### src/rtl/riscv_v_pkg.sv
// Shared vector-unit types: VLEN, mask register/address types and the mask-reader state.
package riscv_v_pkg;
  localparam int VLEN          = 128;
  localparam int NUM_MASK_REGS = 32;

  typedef logic [VLEN-1:0] riscv_v_mask_reg_t;
  typedef logic [4:0]      riscv_v_mask_rf_addr_t;

  typedef enum logic [1:0] {
    MRD_IDLE    = 2'd0,
    MRD_RD_WAIT = 2'd1,
    MRD_STREAM  = 2'd2
  } riscv_v_mask_rd_state_e;
endpackage

### src/rtl/riscv_v_mask_reader.sv
// Reads one mask register and streams it out in ELEMS_PER_BEAT-bit beats with tail zeroing.
module riscv_v_mask_reader
  import riscv_v_pkg::*;
#(
  parameter logic RD_ASYNC       = 1'b1,
  parameter int   ELEMS_PER_BEAT = 8,
  localparam int  VL_W           = $clog2(VLEN) + 1,
  localparam int  IDX_W          = $clog2(VLEN / ELEMS_PER_BEAT)
) (
  input  logic                      clk,
  input  logic                      rst_n,
  input  logic                      req_valid,
  output logic                      req_ready,
  input  riscv_v_mask_rf_addr_t     req_addr,
  input  logic [VL_W-1:0]           req_vl,
  input  logic                      req_vm,
  output riscv_v_mask_rf_addr_t     rf_rd_addr,
  input  riscv_v_mask_reg_t         rf_rd_data,
  output logic                      beat_valid,
  input  logic                      beat_ready,
  output logic [ELEMS_PER_BEAT-1:0] beat_mask,
  output logic [IDX_W-1:0]          beat_idx,
  output logic                      beat_last
);
  riscv_v_mask_rd_state_e state_q, state_d;
  riscv_v_mask_rf_addr_t  addr_q, addr_d;
  riscv_v_mask_reg_t      mask_q, mask_d;
  logic [VL_W-1:0]        vl_q, vl_d, vl_eff;
  logic [IDX_W-1:0]       idx_q, idx_d;
  logic                   vm_q, vm_d;
  logic                   is_last;

  // One bit per element of beat idx: set while the element index is below vl.
  function automatic logic [ELEMS_PER_BEAT-1:0] tail_mask(input logic [IDX_W-1:0] idx,
                                                          input logic [VL_W-1:0]  vl);
    logic [ELEMS_PER_BEAT-1:0] m;
    int base;
    base = int'(idx) * ELEMS_PER_BEAT;
    for (int i = 0; i < ELEMS_PER_BEAT; i++) m[i] = (base + i) < int'(vl);
    return m;
  endfunction

  assign vl_eff  = (req_vl > VL_W'(VLEN)) ? VL_W'(VLEN) : req_vl;
  assign is_last = ((int'(idx_q) + 1) * ELEMS_PER_BEAT) >= int'(vl_q);
  assign beat_idx = idx_q;

  always_comb begin
    state_d    = state_q;
    addr_d     = addr_q;
    mask_d     = mask_q;
    vl_d       = vl_q;
    idx_d      = idx_q;
    vm_d       = vm_q;
    req_ready  = 1'b0;
    beat_valid = 1'b0;
    beat_last  = 1'b0;
    beat_mask  = '0;
    rf_rd_addr = addr_q;
    case (state_q)
      MRD_IDLE: begin
        req_ready  = 1'b1;
        rf_rd_addr = req_addr;
        if (req_valid) begin
          addr_d = req_addr;
          vm_d   = req_vm;
          vl_d   = vl_eff;
          idx_d  = '0;
          if (vl_eff == '0) begin
            state_d = MRD_IDLE;
          end else if (RD_ASYNC || req_vm) begin
            mask_d  = req_vm ? '1 : rf_rd_data;
            state_d = MRD_STREAM;
          end else begin
            state_d = MRD_RD_WAIT;
          end
        end
      end
      MRD_RD_WAIT: begin
        // Registered RF presents the data of the address latched at accept.
        mask_d  = vm_q ? '1 : rf_rd_data;
        state_d = MRD_STREAM;
      end
      MRD_STREAM: begin
        beat_valid = 1'b1;
        beat_last  = is_last;
        beat_mask  = mask_q[idx_q*ELEMS_PER_BEAT +: ELEMS_PER_BEAT] & tail_mask(idx_q, vl_q);
        if (beat_ready) begin
          if (is_last) begin
            state_d = MRD_IDLE;
            idx_d   = '0;
          end else begin
            idx_d = idx_q + 1'b1;
          end
        end
      end
      default: state_d = MRD_IDLE;
    endcase
  end

  always_ff @(posedge clk or negedge rst_n) begin
    if (!rst_n) begin
      state_q <= MRD_IDLE;
      addr_q  <= '0;
      mask_q  <= '0;
      vl_q    <= '0;
      idx_q   <= '0;
      vm_q    <= 1'b0;
    end else begin
      state_q <= state_d;
      addr_q  <= addr_d;
      mask_q  <= mask_d;
      vl_q    <= vl_d;
      idx_q   <= idx_d;
      vm_q    <= vm_d;
    end
  end
endmodule

### config.mk
export PLATFORM = sky130hd
export DESIGN_NAME = riscv_v_mask_reader
export DESIGN_NICKNAME = d
export VERILOG_FILES = /design/src/rtl/riscv_v_pkg.sv /design/src/rtl/riscv_v_mask_reader.sv
export SDC_FILE = /design/constraint.sdc
export NUM_CORES = 1
export LEC_CHECK = 0
export CORE_MARGIN = 3
export CORE_UTILIZATION = 30
export DETAILED_ROUTE_END_ITERATION = 8
export HOLD_SLACK_MARGIN = 0.05
export PLACE_DENSITY_LB_ADDON = 0.1
export SLEW_MARGIN = 20
export SYNTH_ARGS = -nofsm -noshare
export SYNTH_HDL_FRONTEND = slang
export SYNTH_SLANG_ARGS = --single-unit
### constraint.sdc
create_clock -name clk -period 2.53 [get_ports clk]
set_clock_uncertainty 0.1 [all_clocks]
set_input_delay 0.506 -clock clk [delete_from_list [all_inputs] [get_ports clk]]
set_output_delay 0.506 -clock clk [all_outputs]
set_load 0.1 [all_outputs]
[Yosys cells after proc, flatten, opt, wreduce, memory -nomap -nowiden]
Index checks and enable logic that the tools add are counted.
Word-level totals
  bits in registers: 148
  input port bits: 146
  output and inout port bits: 20
  word-level logic and storage cells: 61
Operators by class
  add/sub/neg operators: 9
  magnitude comparators: 10
  equality and inequality tests: 6
  shifts and indexed selects: 1
  multiplexer cells: 20
  bitwise gates (word level): 1
  reduce and logical (&&, ||, !) cells: 8
Operator list (count)
  $mux 128: 4
  $pmux 128 s2: 1
  $shiftx 128x8->8: 1
  $lt 8x8->1: 7
  $add 7x3->8 const B: 4
  $add 7x2->8 const B: 2
  $mux 8: 2
  $mux 4: 3
  $reduce_and 3->1: 3
  $add 7x1->8 const B: 1
  $and 8x8->8: 1
  $ge 8x8->1: 1
  $gt 8x8->1 const B: 1
  $logic_not 8->1: 1
  $lt 7x8->1: 1
  $mux 2: 4
  $ne 2x2->1 const B: 4
  $pmux 4 s2: 1
  $pmux 2 s3: 1
  $add 4x1->5 const B: 1
  $mux 5: 1
  $add 4x1->4 const B: 1
  $reduce_bool 2->1: 2
  $mux 1: 3
  other kinds (4): 4

[Longest topological paths before layout]
  depth after elaboration: 6
  depth in mapped cells: 10
  mapped depth without buffers: 7

[Worst setup path after synthesis]
No wires, ideal clock.
  path kind: flip-flop to output port
  start point: reg idx_q[0] (netlist: beat_idx[0])
  end point: out beat_mask[5]
  data arrival time: 4.599 ns
  slack: -2.675 ns
  cell stages (with the launch flop): 10
  path buffers: 3
  cells stage by stage: dfrtp_1 -> buf_6 -> buf_12 -> buf_12 -> inv_1 -> ha_1 -> o21ba_2 -> nor2_1 -> or2_2 -> a221oi_1
On the way
  cells in the longest elaborated chain, start to end: 4
  elaborated cells on any way between the ends: 5
  classes of those cells: add/sub (1); order compare (1); shift (1); mux (1); bitwise (1)
Ends and longest elaborated chain
  start: declaration: line riscv_v_mask_reader.sv:29  | logic [IDX_W-1:0] idx_q, idx_d;
  start signal: assignment: line riscv_v_mask_reader.sv:113  | idx_q <= idx_d;
  $add 7x3->8: line riscv_v_mask_reader.sv:39  | for (int i = 0; i < ELEMS_PER_BEAT; i++) m[i] = (base + i) < int'(vl);
  $lt 8x8->1: line riscv_v_mask_reader.sv:39
  $and 8x8->8 (*): line riscv_v_mask_reader.sv:86  | beat_mask = mask_q[idx_q*ELEMS_PER_BEAT +: ELEMS_PER_BEAT] & tail_mask(idx_q, vl_q);
  $mux 8 (*): line riscv_v_mask_reader.sv:59  | case (state_q)
  end: declaration: line riscv_v_mask_reader.sv:21  | output logic [ELEMS_PER_BEAT-1:0] beat_mask,
Mark *: on every way between the ends. The rest lies on a longest branch, timed or not.

[Worst setup path after layout]
  start point: reg idx_q[0] (netlist: beat_idx[0])
  end point: out beat_mask[2]
On the way
  cells in the longest elaborated chain, start to end: 4
  elaborated cells on any way between the ends: 5
  classes of those cells: add/sub (1); order compare (1); shift (1); mux (1); bitwise (1)
Ends and longest elaborated chain (line)
  $add 7x2->8: riscv_v_mask_reader.sv:39
  $lt 8x8->1: riscv_v_mask_reader.sv:39
  $and 8x8->8 (*): riscv_v_mask_reader.sv:86
  $mux 8 (*): riscv_v_mask_reader.sv:59
Marks and branches as above.

==> flow_metrics.tcl <==
set metrics [dict create \
    die_h_um 161.3 \
    synthFlopType "dfrtp_1" \
    r2r_start "beat_idx[1]$_DFFE_PN0P_" \
    rsz0062_at_grt "yes" \
    die_area_mm2 0.02602 \
    wl_per_cell_um 16.91 \
    n_fill_cell 2308 \
    worstMarginPinSlew_ns 0.7803 \
    timing.fmax_ghz 0.3271 \
    io_pins 166 \
    critPathLaunchType "flop" \
    clock_path_buffers 2 \
    synth_cell_types 46 \
    synth_area_mm2 0.007236 \
    end_kind "output port" \
    yosysTopAreaCell "dfrtp_1" \
    multi_input_area_mm2 0.003452 \
    ys_ff_latch 146 \
    syn_inst 748 \
    syn_area_per_cell_um2 9.673 \
    drt-total-wl_mm 21.22 \
    root_buffer "clkbuf_16" \
    arrival_ns 2.45 \
    synth_top_area_share_pct 50.49 \
    ant_nets 0 \
    track_usage_pct 16.70 \
    grt_pass1_wl_mm 33.46 \
    holdPathEnd "vl_q[4]$_DFFE_PN0P_" \
    min_period_ns 3.058 \
    drt-pass1-iter-count 4 \
    drc 0 \
    grt_start_max_net_pins 176 \
    cap_violations 0 \
    syn-num-nets 905 \
    ys_top_cells_by_area "dfrtp_1 (50%), nor2_1 (14%), a21oi_1 (9.0%)" \
    r2r.worst_path.cells 10 \
    synth-edff-count 0 \
    slew_headroom_pct 47.98 \
    synth_async_sr_flop_share_pct 100.0 \
    gp_congestion 0.8222 \
    h-tree-depth 4 \
    status "finished with violations" \
    fin_ws_ns -0.5276 \
    start_util_pct 30.64 \
    violations "setup timing" \
    die_x_um 161.3 \
    fin_nets 1080 \
    fin_crit_sh_pct 120.9 \
    layout_commonest_cell "nor2_1" \
    post-place-ws_ns -0.1467 \
    reg2reg_to "beat_idx[0]$_DFFE_PN0P_" \
    overflow 0 \
    core_area_mm2 0.02361 \
    ys_seq_area_share_pct 50.49 \
    clk_pin_slew_ns 0.06 \
    drive_gt1_share_pct 18.91 \
    port_buffers 165 \
    grt_pass1_vias 6037 \
    cts_tree "done" \
    worstHoldStart "vl_q[4]$_DFFE_PN0P_" \
    routed_via_density 4.724 \
    syn2layout_area_growth_pct 44.04 \
    slew_viol_final 0 \
    setup_viol 9 \
    dr.first_iter.drc_count 374 \
    final_core_util_pct 44.14 \
    worstPathMaxFanout 10 \
    antenna_found_initial 0 \
    holdPathStages 2 \
    row_count 56 \
    dpl.hpwl_mm 15.57 \
    ys_warn_count 0 \
    diodes 0 \
    clock-sinks 146 \
    r2r_slack_ns 0.21 \
    ir_drop_mv 1.632 \
    p_per_area_mw_per_mm2 1437 \
    vias 5929 \
    clkLatencyLatePin_ns 0.42 \
    cts_made_buffers 17 \
    timing_worst_setup_path_type "reg -> out" \
    cp.required_ns 1.92 \
    hp-class "reg -> reg" \
    layout_common_cells "nor2_1 (262), clkdlybuf4s50_1 (143), dfrtp_1 (141)" \
    p_leak_nw 4.063 \
    register_area_mm2 0.003667 \
    hold_viol 0 \
]
[where the power goes]
part	switching, W	internal, W
Combinational	0.00469	0.00359
Sequential	0.000670	0.00351
Clock	0.00101	0.00151
Total	0.00637	0.00861
[metrics by stage]
| step | power, W | hold WS, ns | instance area [µm²] | instances | setup TNS, ns |
|---|---|---|---|---|---|
| final | 0.01498 | 0.3891 | 10420 | 1255 | -4.392 |
| after global routing | 0.01592 | 0.4149 | 10420 | 1255 | -5.374 |
| after global placement | 0.01233 | 0.3560 | 9733 | 1221 | -0.9891 |
| after detailed placement | 0.01238 | 0.3425 | 9733 | 1221 | -1.023 |
| after CTS | 0.01504 | 0.3840 | 10370 | 1255 | -4.721 |
| after floorplan | 0.009492 | 0.1104 | 7396 | 748 | -4.843 |
[kinds of logic after synthesis]
family	count (synthesis)	share of synthesized area (%)
AOI/OAI and AO/OA	170	13.44
xor gates and xnor gates	2	0.2421
adders and majority gates	11	1.902
buffers and inverters	66	4.600
DFF	146	50.49
muxes	45	12.17
and+or+nand+nor	308	17.15
[worst max-delay path by stage]
stage / cells past startpoint / to / startpoint
finish: 8 / beat_mask[2] / beat_idx[0]$_DFFE_PN0P_
CTS: 7 / beat_mask[0] / beat_idx[0]$_DFFE_PN0P_
floorplan: 9 / beat_mask[4] / beat_idx[0]$_DFFE_PN0P_
global route: 7 / beat_mask[1] / beat_idx[0]$_DFFE_PN0P_
detailed placement: 5 / beat_mask[5] / beat_idx[2]$_DFFE_PN0P_
global placement: 6 / beat_mask[6] / beat_idx[0]$_DFFE_PN0P_
[what timing repair did]
action / 4_1_cts / 5_1_grt
endpoints found under the setup margin: 9 / 10
endpoints found under the hold margin: 35 / 0
pin swaps: 0 / 5
hold buffers: 1 / 0
setup buffers: 1 / 0
resized for setup: 9 / 11
[flip-flops by register name, indices dropped and copies added (netlist names)]
register,flops
mask_q,128
vl_q,8
addr_q,5
beat_idx,4
state_q,1
[cell usage after synthesis (3+ instances only)]
cell type / number
o21ai_0: 9
o21ai_1: 3
a221oi_2: 4
a22oi_1: 4
nor3_1: 4
nor2b_1: 4
clkbuf_1: 18
ha_1: 11
mux4_2: 28
dfrtp_1: 146
nand2_1: 10
nand2b_1: 10
buf_2: 33
nor2_1: 265
mux2_2: 12
a22o_1: 7
inv_1: 10
mux4_1: 4
a21oi_1: 130
[cell type report]
cell class	instances	share of cell area [%]
Sequential cell	146	35.19
Multi-Input combinational cell	536	33.12
Timing Repair Buffer	212	21.80
Clock buffer	21	4.418
Tap cell	319	3.830
Clock inverter	11	1.212
Inverter	10	0.4322
[worst max-delay path, cell delays in order (launching register included)]
cell and delay [ns]:
dfrtp_4 0.45, buf_12 0.16, buf_12 0.13, mux4_2 0.51, mux2i_2 0.21, buf_4 0.15
o21ai_2 0.04, and3_4 0.20, buf_12 0.16
[metal layers]
metal | track usage, % | wire, µm | vias up
li1 | - | - | 2916
met2 | 25.40 | 9904 | 139
met4 | 3.794 | 201 | 0
met1 | 24.07 | 10100 | 2864
met3 | 4.334 | 1009 | 10
met5 | 0 | 0 | -
No activity file was read; power rests on OpenSTA's default activity.
